### src/rtl/move_undo_stack.sv
// Move journal: records applied cube moves in a circular buffer and pops the newest as its inverse.
// Undo latency 2 cycles (pulse at T+2), one undo per 3 cycles; no backpressure, conflicting records set errFlag.
module move_undo_stack #(
   parameter int DEPTH = 64,
   parameter int PTR_W = 6
) (
   input  logic             clk,
   input  logic             reset,
   input  logic             moveValid,
   input  logic [5:0]       moveFace,
   input  logic [1:0]       moveRotation,
   input  logic             undoReq,
   input  logic             clearReq,
   output logic             outValid,
   output logic [5:0]       outFace,
   output logic [1:0]       outRotation,
   output logic             busy,
   output logic [PTR_W:0]   count,
   output logic             empty,
   output logic             full,
   output logic             errFlag
);

   typedef enum logic [1:0] {IDLE, READ, EMIT} state_t;

   localparam logic [PTR_W:0]   CNT_MAX = (PTR_W+1)'(DEPTH);
   localparam logic [PTR_W:0]   CNT_ONE = (PTR_W+1)'(1);
   localparam logic [PTR_W-1:0] PTR_ONE = PTR_W'(1);

   state_t           state;
   state_t           state_nxt;
   logic [PTR_W-1:0] head;
   logic [7:0]       mem [DEPTH];
   logic             rec_ok;
   logic             rec_bad;
   logic             undo_go;

   always_comb begin
      rec_ok    = (state == IDLE) && moveValid && (moveFace <= 6'd5) && !clearReq;
      rec_bad   = moveValid && ((state != IDLE) || (moveFace > 6'd5));
      undo_go   = (state == IDLE) && undoReq && !moveValid && !clearReq && (count != '0);
      state_nxt = state;
      unique case (state)
         IDLE:    if (undo_go) state_nxt = READ;
         READ:    state_nxt = EMIT;
         EMIT:    state_nxt = IDLE;
         default: state_nxt = IDLE;
      endcase
      if (clearReq) state_nxt = IDLE;
   end

   always_ff @(posedge clk) begin
      if (reset) state <= IDLE;
      else       state <= state_nxt;
   end

   always_ff @(posedge clk) begin
      if (reset) begin
         head        <= '0;
         count       <= '0;
         errFlag     <= 1'b0;
         outFace     <= '0;
         outRotation <= '0;
      end else if (clearReq) begin
         // Outputs keep the last emitted move; an aborted undo never reaches them.
         head    <= '0;
         count   <= '0;
         errFlag <= 1'b0;
      end else begin
         if (rec_bad) errFlag <= 1'b1;
         if (rec_ok) begin
            head <= head + PTR_ONE;
            if (count != CNT_MAX) count <= count + CNT_ONE;
         end else if (undo_go) begin
            head  <= head - PTR_ONE;
            count <= count - CNT_ONE;
         end
         // head already points at the newest entry; inverse of r is (2 - r) mod 4.
         if (state == READ) begin
            outFace     <= mem[head][7:2];
            outRotation <= 2'd2 - mem[head][1:0];
         end
      end
   end

   always_ff @(posedge clk) begin
      if (!reset && rec_ok) mem[head] <= {moveFace, moveRotation};
   end

   assign outValid = (state == EMIT);
   assign busy     = (state != IDLE);
   assign empty    = (count == '0);
   assign full     = (count == CNT_MAX);

endmodule

### config.mk
export PLATFORM = sky130hd
export DESIGN_NAME = move_undo_stack
export DESIGN_NICKNAME = d
export VERILOG_FILES = /design/src/rtl/move_undo_stack.sv
export SDC_FILE = /design/constraint.sdc
export NUM_CORES = 1
export LEC_CHECK = 0
export ABC_AREA = 1
export BUFFER_PORTS_ARGS = -buffer_cell sky130_fd_sc_hd__buf_2
export CORE_ASPECT_RATIO = 0.9
export CORE_MARGIN = 8
export CORE_UTILIZATION = 35
export DETAILED_ROUTE_END_ITERATION = 8
export PLACE_DENSITY_LB_ADDON = 0.15
export RECOVER_POWER = 100
export SLEW_MARGIN = 20
export SYNTH_ARGS = -nofsm -noshare
export SYNTH_HDL_FRONTEND = slang
export SYNTH_SLANG_ARGS = --single-unit
export TNS_END_PERCENT = 5
### constraint.sdc
create_clock -name clk -period 3.18 [get_ports clk]
set_input_delay 0.636 -clock clk [delete_from_list [all_inputs] [get_ports clk]]
set_output_delay 0.636 -clock clk [all_outputs]
set_load 0.1 [all_outputs]
==> flow_summary.yaml, run 1 <==
flow_run:
  cap_viol_max_count: 7
global_routing:
  grt_pass1_wl_um: 94000
  grt_pass1_vias: 14600
  grt_max_degree: 147
  track_usage: 0.173
  grt_overflow: 0
  antenna_found_initial: 1
die:
  die_w_um: 281
  dieArea_um2: 71400
  rows: 87
  core_area_um2: 62500
  fp.dieH_um: 254
  boundaryPins: 33
  start_util: 0.353
routing:
  via_per_inst: 5.11
  vias: 14600
  drtAntennaViolNets: 0
  first_iter_violations: 1322
  wl_um: 62000
  drc: 0
  wl_per_cell_um: 21.7
  first_pass_iters: 5
layout:
  drive_gt1_frac: 0.0842
  final_cell_mix: "edfxtp_1 (512), nand2_1 (340), nand3_1 (232)"
  antennaDiodeCount: 0
  final_area_um2: 25300
  nets: 1998
  area_delta_synth_final_pct: 14.8
  fillerInstances: 6079
  final_common_cell: "edfxtp_1"
critical_path:
  crit_chain: "inv_1 -> nand2_1 -> nor4_2 -> buf_4 -> nand3_1 -> nor2_1 -> nand2_1 -> clkbuf_1 -> nor2_1 -> clkbuf_1"
  startpoint_type: "flop"
  endpoint_kind: "flop"
  cp.required_ps: 3410
  path_class: "flop to flop"
  cp_max_fo: 8
  cpPeakStageDelay_ps: 490
  cpMaxStageDelayCell: "clkbuf_1"
  worstPathArrival_ps: 3180
clock_tree:
  cts_tree: "built"
  cts_buffer_depth: 3
  path_clk_slew_ps: 60
  clockRootBuffer: "clkbuf_16"
  numCtsBuffers: 56
  ctsHoldBuffers: 0
  ctsResizeCount: 0
  cts.sinks: 542
  postCtsSetupBuffers: 0
  h-tree-depth: 2
  insertion_delay_ps: 620
pwr:
  p_leak_uw: 0.00868
  p_per_area_nw_per_um2: 582
  max-vdd-ir-drop_v: 0.000373
sta:
  tightestPinTransition_ps: 2280
  setup_violations: 0
  maxSlewViolCount: 390
  finalCritPeriodShare: 0.927
  worst_clock_skew_ps: 19.0
  fin_crit_ps: 2950
  relSlewSlack: -0.520
  hold_viol: 0
  hold_ws_ps: 328
  fmax_mhz: 339
  rsz0062_at_grt: "false"
synthesis:
  syn_nets: 1893
  ys_seq_area_frac: 0.724
  ys_ff_latch: 542
  netlist_area_um2: 22100
  synth.distinct_cells: 28
  synthCells: 1869
  syn_avg_cell_area_um2: 11.8
  synthArstFlopShare: 0
  synth-main-ff-cell: "edfxtp_1"
  synth-edff-count: 512
  ys_warn_count: 0
placement:
  gp_congestion: 0.829
  io_buffers: 32
  placed_cell_area_um2: 23800
  place_hpwl_um: 36800
status:
  status: "finished, violations left"
  violations: "max-capacitance violations, max-slew violations"
worst_hold_path:
  hold_class: "input pin to flop"
## final cells by class
class	instances	area [um2]	area share
Multi-Input combinational cell	1150	5280	0.209
Inverter	66	249	0.00983
Tap cell	845	1060	0.0417
Clock buffer	79	1580	0.0623
Timing Repair Buffer	158	946	0.0373
Clock inverter	23	236	0.00933
Sequential cell	542	16000	0.631
## final timing paths
path	startpoint	to	slack, ps	cells after the start
setup reg to reg	state[0]	mem[7][0]	230	10
hold / removal	moveValid	errFlag	330	3
setup / recovery	state[0]	mem[7][0]	230	10
hold reg to reg	errFlag	errFlag	490	2
## cell usage after synthesis, types with 2 or more instances
master      n  area share
or2_2       2     0.00057
buf_6      11      0.0056
xor2_1      3      0.0012
ha_1        9      0.0051
inv_1      62       0.011
inv_2       3     0.00051
dfxtp_1    30       0.027
edfxtp_1  512        0.70
o22ai_1    78       0.022
buf_2      29      0.0066
nand3_1   232       0.053
o21ai_1     6      0.0014
buf_4       8      0.0027
clkbuf_1   47      0.0080
nor2_1    231       0.039
buf_1      15      0.0026
a21oi_1    46       0.010
o21ai_0   190       0.043
fa_1        2      0.0018
nor3_1      3     0.00068
nand2_1   340       0.058
xnor2_1     4      0.0016
## cells by family (layout without fill, tap and decap cells)
family,Yosys count,in the layout,synth area share
simple gates,811,811,0.152
flops,542,542,0.724
compound gates,321,321,0.0773
buf+inv,177,326,0.0369
fa+ha+maj,11,11,0.00692
xor+xnor,7,7,0.00278
## layer usage
layer  vias up  share of wire  global-route usage
met5         -              0                   0
met4         0          0.022              0.0411
met3        91          0.055              0.0288
met2       421           0.45               0.268
met1      7208           0.48               0.254
li1       6906              -                   -
## metrics by stage
| step | setup TNS (ps) | setup slack (ps) | total power, uW | utilization | cells |
|---|---|---|---|---|---|
| 5_1_grt | 0 | 109 | 15200 | 0.405 | 2863 |
| 4_1_cts | 0 | 484 | 14900 | 0.411 | 2863 |
| 6_report | 0 | 233 | 14800 | 0.405 | 2863 |
| 3_5_place_dp | 0 | 71.7 | 8360 | 0.382 | 2761 |
| 2_1_floorplan | -170 | -170 | 8120 | - | 1869 |
| 3_3_place_gp | 0 | 116 | 8360 | 0.382 | 2761 |
## state kept, by name, summed over array words and instances (netlist names), named ones only
name / count
head: 6
errFlag: 1
state: 2
mem: 512
outFace: 6
count: 7
outRotation: 2
## critical path, delay by kind of cell, from the launching register on
kind          cells  cell delay (ps)
buf+inv           4             1150
flops             1              310
simple gates      6             1100
## power breakdown
group,internal [uW],switching (uW)
sequential,7810,6.78
clock,3840,2710
combinational,73.2,309
Note: power is estimated with default switching activity, not from simulation.
==> inputs of run 2 (changes only) <==
ABC_CLOCK_PERIOD_IN_PS = 3180   (was not set)
BUFFER_PORTS_ARGS = -buffer_cell sky130_fd_sc_hd__buf_4   (was -buffer_cell sky130_fd_sc_hd__buf_2)
==> flow_summary.yaml, run 2 (synthesized netlist as in run 1, its figures left out) <==
status:
  status: "finished, violations left"
  violations: "max-capacitance violations, max-slew violations"
sta:
  hold_viol: 0
  relSlewSlack: -0.150
  maxSlewViolCount: 452
  worst_clock_skew_ps: 26.5
  rsz0062_at_grt: "false"
  tightestPinTransition_ps: 1720
  fmax_mhz: 346
  finalCritPeriodShare: 0.910
  fin_crit_ps: 2890
  timing.final.ws_setup_ps: 286
  setup_violations: 0
clock_tree:
  ctsResizeCount: 0
  postCtsSetupBuffers: 0
  ctsHoldBuffers: 0
  cts_tree: "built"
  h-tree-depth: 2
  numCtsBuffers: 56
  insertion_delay_ps: 630
  cts.sinks: 542
  cts_buffer_depth: 3
  clockRootBuffer: "clkbuf_16"
  path_clk_slew_ps: 60
routing:
  drtAntennaViolNets: 0
  drc: 0
  vias: 14500
  first_iter_violations: 1183
  wl_um: 60400
  first_pass_iters: 5
  via_per_inst: 5.08
  wl_per_cell_um: 21.1
global_routing:
  grt_pass1_wl_um: 91400
  grt_pass1_vias: 14300
  antenna_found_initial: 0
  grt_max_degree: 95
  grt_overflow: 0
  track_usage: 0.168
layout:
  area_delta_synth_final_pct: 14.8
  reg_top3: "mem (512), count (7)"
  antennaDiodeCount: 0
  final_cell_mix: "edfxtp_1 (512), nand2_1 (340), nand3_1 (232)"
  nets: 1989
  final_common_cell: "edfxtp_1"
  fillerInstances: 6044
  final_area_um2: 25300
  drive_gt1_frac: 0.0869
  max_flop_register: "mem"
  largest_reg_flops: 512
die:
  core_area_um2: 62500
  start_util: 0.353
  boundaryPins: 33
  die_w_um: 281
  dieArea_um2: 71400
  fp.dieH_um: 254
  rows: 87
pwr:
  p_leak_uw: 0.00870
  p_sw_frac: 0.208
  p_int_uw: 11800
  p_per_area_nw_per_um2: 588
  switchingPower_uw: 3100
  p_clk_frac: 0.451
  max-vdd-ir-drop_v: 0.000489
  seq_power_share: 0.525
  comb_power_share: 0.025
critical_path:
  cp.required_ps: 3440
  worstPathArrival_ps: 3160
  path_class: "flop to flop"
  cp_max_fo: 8
  endpoint_kind: "flop"
  r2r-start: "state[0]"
  startpoint_type: "flop"
  cp-startpoint: "state[0]"
flow_run:
  cap_viol_max_count: 7
placement:
  gp_congestion: 0.813
  placed_cell_area_um2: 23800
  place_ws_ps: 51.3
  io_buffers: 32
  place_hpwl_um: 35700
worst_hold_path:
  hold_class: "input pin to flop"
  hp-start: "moveValid"
## run 2: critical path, cell delays in order, from the launching register on
cell      delay [ps]
dfxtp_1          310
inv_1             80
nand2_1          120
nor4_2           330
clkbuf_4         200
nand3_1          120
nor2_1           230
nand3_1          100
clkbuf_1         440
nor2_1           220
clkbuf_1         400
## run 2: cell type report
class | instances | area, um2 | share of cell area
sequential | 542 | 16000 | 0.631
multi-input combinational | 1150 | 5280 | 0.209
clock buffer | 68 | 1460 | 0.0575
tap | 845 | 1060 | 0.0417
timing repair buffer | 149 | 881 | 0.0348
clock inverter | 38 | 419 | 0.0165
inverter | 66 | 254 | 0.0100
## run 2: worst paths after layout
| check | to | slack (ps) | cells after the start |
|---|---|---|---|
| setup / recovery | mem[5][7] | 290 | 10 |
| hold / removal | errFlag | 290 | 3 |
| setup reg to reg | mem[5][7] | 290 | 10 |
| hold reg to reg | errFlag | 480 | 2 |
## run 2: per-layer routing
layer  track usage  part of all wire  wire [um]  vias up
met5             0                 0          0        -
met4        0.0476             0.025       1530        0
met3        0.0284             0.056       3410       97
met2         0.258              0.44      26700      395
met1         0.244              0.48      28700     7154
li1              -                 -          -     6876
## run 2: stage by stage
stage,cells,TNS (ps),hold WS [ps],utilization,total power [uW]
finish,2858,0,294,0.405,14900
CTS,2858,0,257,0.411,15100
global route,2858,0,316,0.405,15400
floorplan,1869,-170,502,-,8120
detailed placement,2752,0,466,0.381,8350
global placement,2752,0,461,0.381,8340
## run 2: power groups by stage
stage | registers (uW) | clock network [uW] | logic, uW
2_1_floorplan | 7970 | 0 | 150
3_3_place_gp | 7960 | 0 | 380
3_5_place_dp | 7960 | 0 | 383
4_1_cts | 7810 | 6860 | 382
5_1_grt | 7820 | 7130 | 403
6_report | 7820 | 6710 | 368
